File: config.mk
export PLATFORM = sky130hd
export DESIGN_NAME = alu_arbiter
export DESIGN_NICKNAME = d
export VERILOG_FILES = /design/src/rtl/alu_arbiter.sv
export SDC_FILE = /design/constraint.sdc
export NUM_CORES = 1
export LEC_CHECK = 0
export BUFFER_PORTS_ARGS = -buffer_cell sky130_fd_sc_hd__buf_4
export CAP_MARGIN = 40
export CORE_MARGIN = 3
export CORE_UTILIZATION = 40
export DETAILED_ROUTE_END_ITERATION = 7
export PLACE_DENSITY = 0.77
export SYNTH_ARGS = -nofsm -noshare
export SYNTH_HDL_FRONTEND = slang
export SYNTH_SLANG_ARGS = --single-unit
File: constraint.sdc
create_clock -name clk -period 2.2 [get_ports clk]
set_input_delay 0.22 -clock clk [delete_from_list [all_inputs] [get_ports clk]]
set_output_delay 0.22 -clock clk [all_outputs]
set_load 0.01 [all_outputs]
File: src/rtl/alu_arbiter.sv
// alu_arbiter: shares one multi-cycle ALU between two requesters.
//   Port 0 is the CPU execute stage, port 1 the auxiliary/debug engine.
//   Round-robin arbitration in IDLE; the owner's opcode/operands are
//   latched onto the ALU interface and held stable until the response.
//   The ALU done handshake is followed (done falls, then rises again).
//   Result and flags are captured and returned with a one-cycle valid
//   pulse to the owner. Opcodes CFG_LO..CFG_HI are config ops: the ALU
//   is not started and the response carries result = 0, flags = 0.
//
// Optional feature (macro ALU_WDT_EN): a watchdog counts cycles spent
//   waiting on the ALU. At TIMEOUT it responds with result = 8'hFF,
//   flags = 0 and sets the sticky err flag. Without the macro err is
//   tied low and the controller waits indefinitely.
//
// Ports:
//   clk, rst_n                      clock, async active-low reset
//   req0/1, op0/1, a0/1, b0/1, cin0/1  requester inputs
//   gnt0/1, valid0/1                grant level, response pulse
//   result, carry, over, zero       shared captured response
//   err                             watchdog error (sticky)
//   alu_start, alu_cins, alu_a, alu_b, alu_carryin, alu_oe  ALU drive
//   alu_done, alu_out, alu_carryout, alu_overout           ALU return
module alu_arbiter #(
    parameter logic [7:0]  CFG_LO  = 8'h40,
    parameter logic [7:0]  CFG_HI  = 8'h44,
    parameter int unsigned TIMEOUT = 32
) (
    input  logic       clk,
    input  logic       rst_n,
    input  logic       req0,
    input  logic       req1,
    input  logic [7:0] op0,
    input  logic [7:0] op1,
    input  logic [7:0] a0,
    input  logic [7:0] a1,
    input  logic [7:0] b0,
    input  logic [7:0] b1,
    input  logic       cin0,
    input  logic       cin1,
    output logic       gnt0,
    output logic       gnt1,
    output logic       valid0,
    output logic       valid1,
    output logic [7:0] result,
    output logic       carry,
    output logic       over,
    output logic       zero,
    output logic       err,
    output logic       alu_start,
    output logic [7:0] alu_cins,
    output logic [7:0] alu_a,
    output logic [7:0] alu_b,
    output logic       alu_carryin,
    output logic       alu_oe,
    input  logic       alu_done,
    input  logic [7:0] alu_out,
    input  logic       alu_carryout,
    input  logic       alu_overout
);

    typedef enum logic [2:0] {
        IDLE    = 3'd0,
        GRANT   = 3'd1,
        CFG     = 3'd2,
        WAIT_LO = 3'd3,
        WAIT_HI = 3'd4,
        RESP    = 3'd5
    } state_t;

    state_t     state;
    logic       owner;      // 0 = port 0, 1 = port 1
    logic       last;       // most recently granted port
    logic       pick;
    logic [7:0] op_sel;
    logic [7:0] a_sel;
    logic [7:0] b_sel;
    logic       cin_sel;
    logic       is_cfg;
    logic       in_wait;
    logic       wdt_hit;
    logic       to_resp;

    // Winner of a new arbitration: on a tie the port that did not go last.
    always_comb begin
        pick = 1'b0;
        if (req0 && req1) begin
            pick = ~last;
        end else begin
            pick = req1;
        end
    end

    // Operand mux driven by the registered owner.
    always_comb begin
        op_sel  = owner ? op1  : op0;
        a_sel   = owner ? a1   : a0;
        b_sel   = owner ? b1   : b0;
        cin_sel = owner ? cin1 : cin0;
        is_cfg  = (op_sel >= CFG_LO) && (op_sel <= CFG_HI);
    end

    assign in_wait = (state == WAIT_LO) || (state == WAIT_HI);

`ifdef ALU_WDT_EN
    localparam int unsigned CNT_W = $clog2(TIMEOUT + 1);

    logic [CNT_W-1:0] wdt_cnt;

    // Watchdog: cleared on grant, counts every cycle spent waiting on the ALU.
    always_ff @(posedge clk or negedge rst_n) begin
        if (!rst_n) begin
            wdt_cnt <= '0;
        end else if (state == GRANT) begin
            wdt_cnt <= '0;
        end else if (in_wait) begin
            wdt_cnt <= wdt_cnt + CNT_W'(1);
        end
    end

    assign wdt_hit = in_wait && (wdt_cnt == CNT_W'(TIMEOUT - 1));

    // Sticky until reset.
    always_ff @(posedge clk or negedge rst_n) begin
        if (!rst_n) begin
            err <= 1'b0;
        end else if (wdt_hit) begin
            err <= 1'b1;
        end
    end
`else
    logic unused_timeout;

    assign unused_timeout = ^TIMEOUT;
    assign wdt_hit        = 1'b0;
    assign err            = 1'b0;
`endif

    // Conditions that finish the current operation this cycle.
    assign to_resp = (state == CFG) || wdt_hit ||
                     ((state == WAIT_HI) && alu_done);

    // Controller: state, grants, ALU drive and captured response.
    always_ff @(posedge clk or negedge rst_n) begin
        if (!rst_n) begin
            state       <= IDLE;
            owner       <= 1'b0;
            last        <= 1'b1;
            gnt0        <= 1'b0;
            gnt1        <= 1'b0;
            valid0      <= 1'b0;
            valid1      <= 1'b0;
            result      <= 8'h00;
            carry       <= 1'b0;
            over        <= 1'b0;
            zero        <= 1'b0;
            alu_start   <= 1'b0;
            alu_cins    <= 8'h00;
            alu_a       <= 8'h00;
            alu_b       <= 8'h00;
            alu_carryin <= 1'b0;
            alu_oe      <= 1'b0;
        end else begin
            valid0    <= 1'b0;
            valid1    <= 1'b0;
            alu_start <= 1'b0;

            unique case (state)
                IDLE: begin
                    if (req0 || req1) begin
                        owner <= pick;
                        last  <= pick;
                        gnt0  <= ~pick;
                        gnt1  <= pick;
                        state <= GRANT;
                    end
                end
                GRANT: begin
                    alu_cins    <= op_sel;
                    alu_a       <= a_sel;
                    alu_b       <= b_sel;
                    alu_carryin <= cin_sel;
                    if (is_cfg) begin
                        state <= CFG;
                    end else begin
                        alu_start <= 1'b1;
                        state     <= WAIT_LO;
                    end
                end
                WAIT_LO: begin
                    // The ALU acknowledges start by dropping done.
                    if (!alu_done) begin
                        alu_oe <= 1'b1;
                        state  <= WAIT_HI;
                    end
                end
                RESP: begin
                    state <= IDLE;
                end
                default: begin
                    state <= state;
                end
            endcase

            // Completion overrides the per-state updates above.
            if (to_resp) begin
                state       <= RESP;
                valid0      <= ~owner;
                valid1      <= owner;
                gnt0        <= 1'b0;
                gnt1        <= 1'b0;
                alu_oe      <= 1'b0;
                alu_cins    <= 8'h00;
                alu_a       <= 8'h00;
                alu_b       <= 8'h00;
                alu_carryin <= 1'b0;
                if (state == CFG) begin
                    result <= 8'h00;
                    carry  <= 1'b0;
                    over   <= 1'b0;
                    zero   <= 1'b0;
                end else if (wdt_hit) begin
                    result <= 8'hFF;
                    carry  <= 1'b0;
                    over   <= 1'b0;
                    zero   <= 1'b0;
                end else begin
                    result <= alu_out;
                    carry  <= alu_carryout;
                    over   <= alu_overout;
                    zero   <= (alu_out == 8'h00);
                end
            end
        end
    end

endmodule

==> key figures <==
Status
  – Status: finished, final reports clean

Yosys
  – Synth unique cells: 33
  – Count of flip-flops with a built-in enable after synthesis: 0
  – Mean post-synth cell area: 10.8 um^2
  – Synth warnings: 0
  – Top post-synthesis cells by area: dfrtp_1 (47%), a211oi_2 (13%), mux2i_1 (11%), nor2_1 (4.6%), nand2_1 (4.5%)
  – Commonest cells in the netlist: dfrtp_1 (46), nor2_1 (30), nand2_1 (29)
  – Synth area leader: dfrtp_1
  – Count leader, synth: dfrtp_1
  – Post-synthesis cell area: 0.00244 mm^2
  – Net Count, Synth: 292
  – #FFs+latches synth: 47
  – Post-synthesis sequential area ratio: 48.2%
  – Post-synth top area share: 47.1%
  – FFs w/ async S/R, synth: 100%
  – Syn Inst Count: around 230
  – Main synth FF type: dfrtp_1

Clocking
  – Setup Buffers After CTS: 0
  – Worst-case clock buffer depth: 2
  – Cts bufs inserted: 5
  – H-tree levels: 2
  – CTS tree: yes
  – Clock-pin slew on the worst setup and hold paths: 90 ps
  – Clock Latency Late Sink: 290 ps
  – Clk sinks: between 40 and 50
  – Clk root buf: clkbuf_8

Global routing
  – Gr usage total: 16.6%
  – Total grt overflow: 0
  – Largest net degree at the start of global routing: between 50 and 60
  – First-pass GRT wire length: between 9000 and 10,000 um
  – Number of global-route vias before repair: 2,034
  – Antenna violations before repair: 0

Placed design
  – Placer Congestion: 0.785
  – Dpl cell area: 0.00324 mm^2
  – Placed insts: slightly below 400
  – IO Port Bufs: 106
  – Post-DP HPWL: 4360 um

Layout
  – Finished Layout Cells: 402
  – Layout cells sized above 1: approximately 46%
  – Final net count: roughly 390
  – Design Area, Final: 0.00337 mm^2
  – Final Util: 59.0%
  – Layout Area Growth over Synthesis: 37.7%
  – Ant. Diodes: 0

Pwr
  – Switching power: 1830 uW
  – Pleak: 0.00160 uW
  – Internal power: 2840 uW
  – Pwr per Cell Area: 1390 mW/mm^2
  – Total power: 4670 uW
  – Clock power share: 13.4%
  – Peak supply drop: 701 uV
  – Net Sw Frac: 39.1%
  – Seq pwr share: approximately 34%
  – Logic pwr share: about 52%

Run
  – Max cap viols: 0

Detailed routing
  – Drt total wl: 5860 um
  – Via/cell ratio: 4.97
  – Routed Antenna Nets: 0
  – Via count: 1,997
  – Starting DRC count in detailed routing: 68
  – DRT Pass-1 Iters: 4
  – DRC violation count after routing: 0
  – WL/cell: around 15 um

Timing
  – Final max-slew violation count: 0
  – Setup_tns: 0 ps
  – Hold Vio Cnt, Final: 0
  – RSZ-0062 raised after global routing: false
  – Final Cycle Share: 74.1%
  – Worst Tran Pin Value: 575 ps
  – Final Skew: around 11 ps
  – Min Clock Period, post-route: 1630 ps
  – Endpoints failing setup: 0
  – Rel. slew slack: 61.6%
  – Max Freq: 614 MHz

Floorplanning
  – Rows: 27
  – Ports: 108
  – Die height: 84.2 um
  – Initial Utilization: 42.8%
  – Die W: between 80 and 90 um
  – Core area: 0.00571 mm^2
  – Die area: a little over 0.007 mm^2

Worst setup path
  – CP arrival: 1860 ps
  – RR Startpoint: state[2]
  – Crit path launch: state[2]
  – Critical Path Sink Type: register
  – Worst EP required: 2430 ps
  – Critical path class: reg -> reg
  – Crit path launch type: register
  – Worst-path fanout max: 29

Hold path
  – Hold path startpoint: alu_carryout
  – Hold Path Class: in -> reg
cell usage in the layout (no fill, tap or decap), drive strengths merged, types with 2 or more instances in the layout:
master / netlist / final
clkinv: 0 / 2
a21oi: 18 / 18
nor4: 2 / 2
dfrtp: 46 / 46
nor3: 2 / 2
buf: 17 / 112
nor2b: 2 / 2
mux2i: 26 / 26
inv: 3 / 3
nor2: 31 / 31
nand2: 29 / 29
clkbuf: 1 / 5
o21ai: 5 / 5
nor4b: 2 / 2
and2: 3 / 3
nand3: 3 / 3
a211oi: 25 / 25
power groups by stage:
stage,registers (uW),logic (uW),clock network [uW]
after floorplan,1670,1610,0
after global placement,1610,2390,0
after detailed placement,1620,2480,0
after CTS,1610,2480,642
after global routing,1660,2670,672
final,1600,2440,624
per-stage QoR:
stage / hold WS [ps] / worst slack, ps
final: 156 / 571
after global routing: 153 / 464
after CTS: 155 / 559
after detailed placement: 258 / 585
after global placement: 261 / 624
after floorplan: -75.6 / 899
cells by family (layout without fill, tap and decap cells):
group	count (synthesis)	after routing	share of synthesized area (%)
simple gates	79	79	15.0
xor+xnor	1	1	0.358
compound gates	52	52	18.9
other cells	1	1	0.153
flops	47	47	48.2
mux	26	26	10.7
buf+inv	21	124	6.71
registers in the layout, indices dropped and copies added (netlist names), 3 cells and up:
signal and flops:
alu_b 8, alu_a 8, state 3, result 8
alu_cins 8
area by class of cell:
type / count / area (um^2)
Tap cell: 72 / 90.1
Clock inverter: 3 / 43.8
Fill cell: 483 / 2340
Timing Repair Buffer: 113 / 863
Sequential cell: 47 / 1180
Clock buffer: 5 / 68.8
Multi-Input combinational cell: 159 / 1110
Inverter: 3 / 11.3
routing by layer:
| layer | part of all wire, % | GRT usage, % | up-vias | wire length [um] |
|---|---|---|---|---|
| li1 | - | - | 994 | - |
| met1 | 41 | 20.8 | 919 | 2430 |
| met2 | 49 | 29.0 | 79 | 2900 |
| met3 | 8.4 | 4.91 | 5 | 491 |
| met4 | 0.63 | 2.63 | 0 | 37 |
| met5 | 0 | 0 | - | 0 |
worst max-delay path, stage by stage (launching register included):
cell	delay [ps]
dfrtp_1	540
nand2b_1	290
a21oi_4	140
buf_4	410
nor2b_1	190
what timing repair did:
item	in CTS	in global routing
setup endpoints to repair	0	0
gates resized for setup	0	0
hold endpoints to repair	46	0
hold buffers	1	0
worst paths after layout:
kind / cells past startpoint / to / slack (ps)
max: 4 / valid0 / 570
min: 3 / carry / 160
max reg2reg: 4 / valid0 / 570
min reg2reg: 2 / result[1] / 530
max in group asynchronous: 2 / last / 1340
min in group asynchronous: 2 / alu_a[0] / 470
Note: power is estimated with default switching activity, not from simulation.
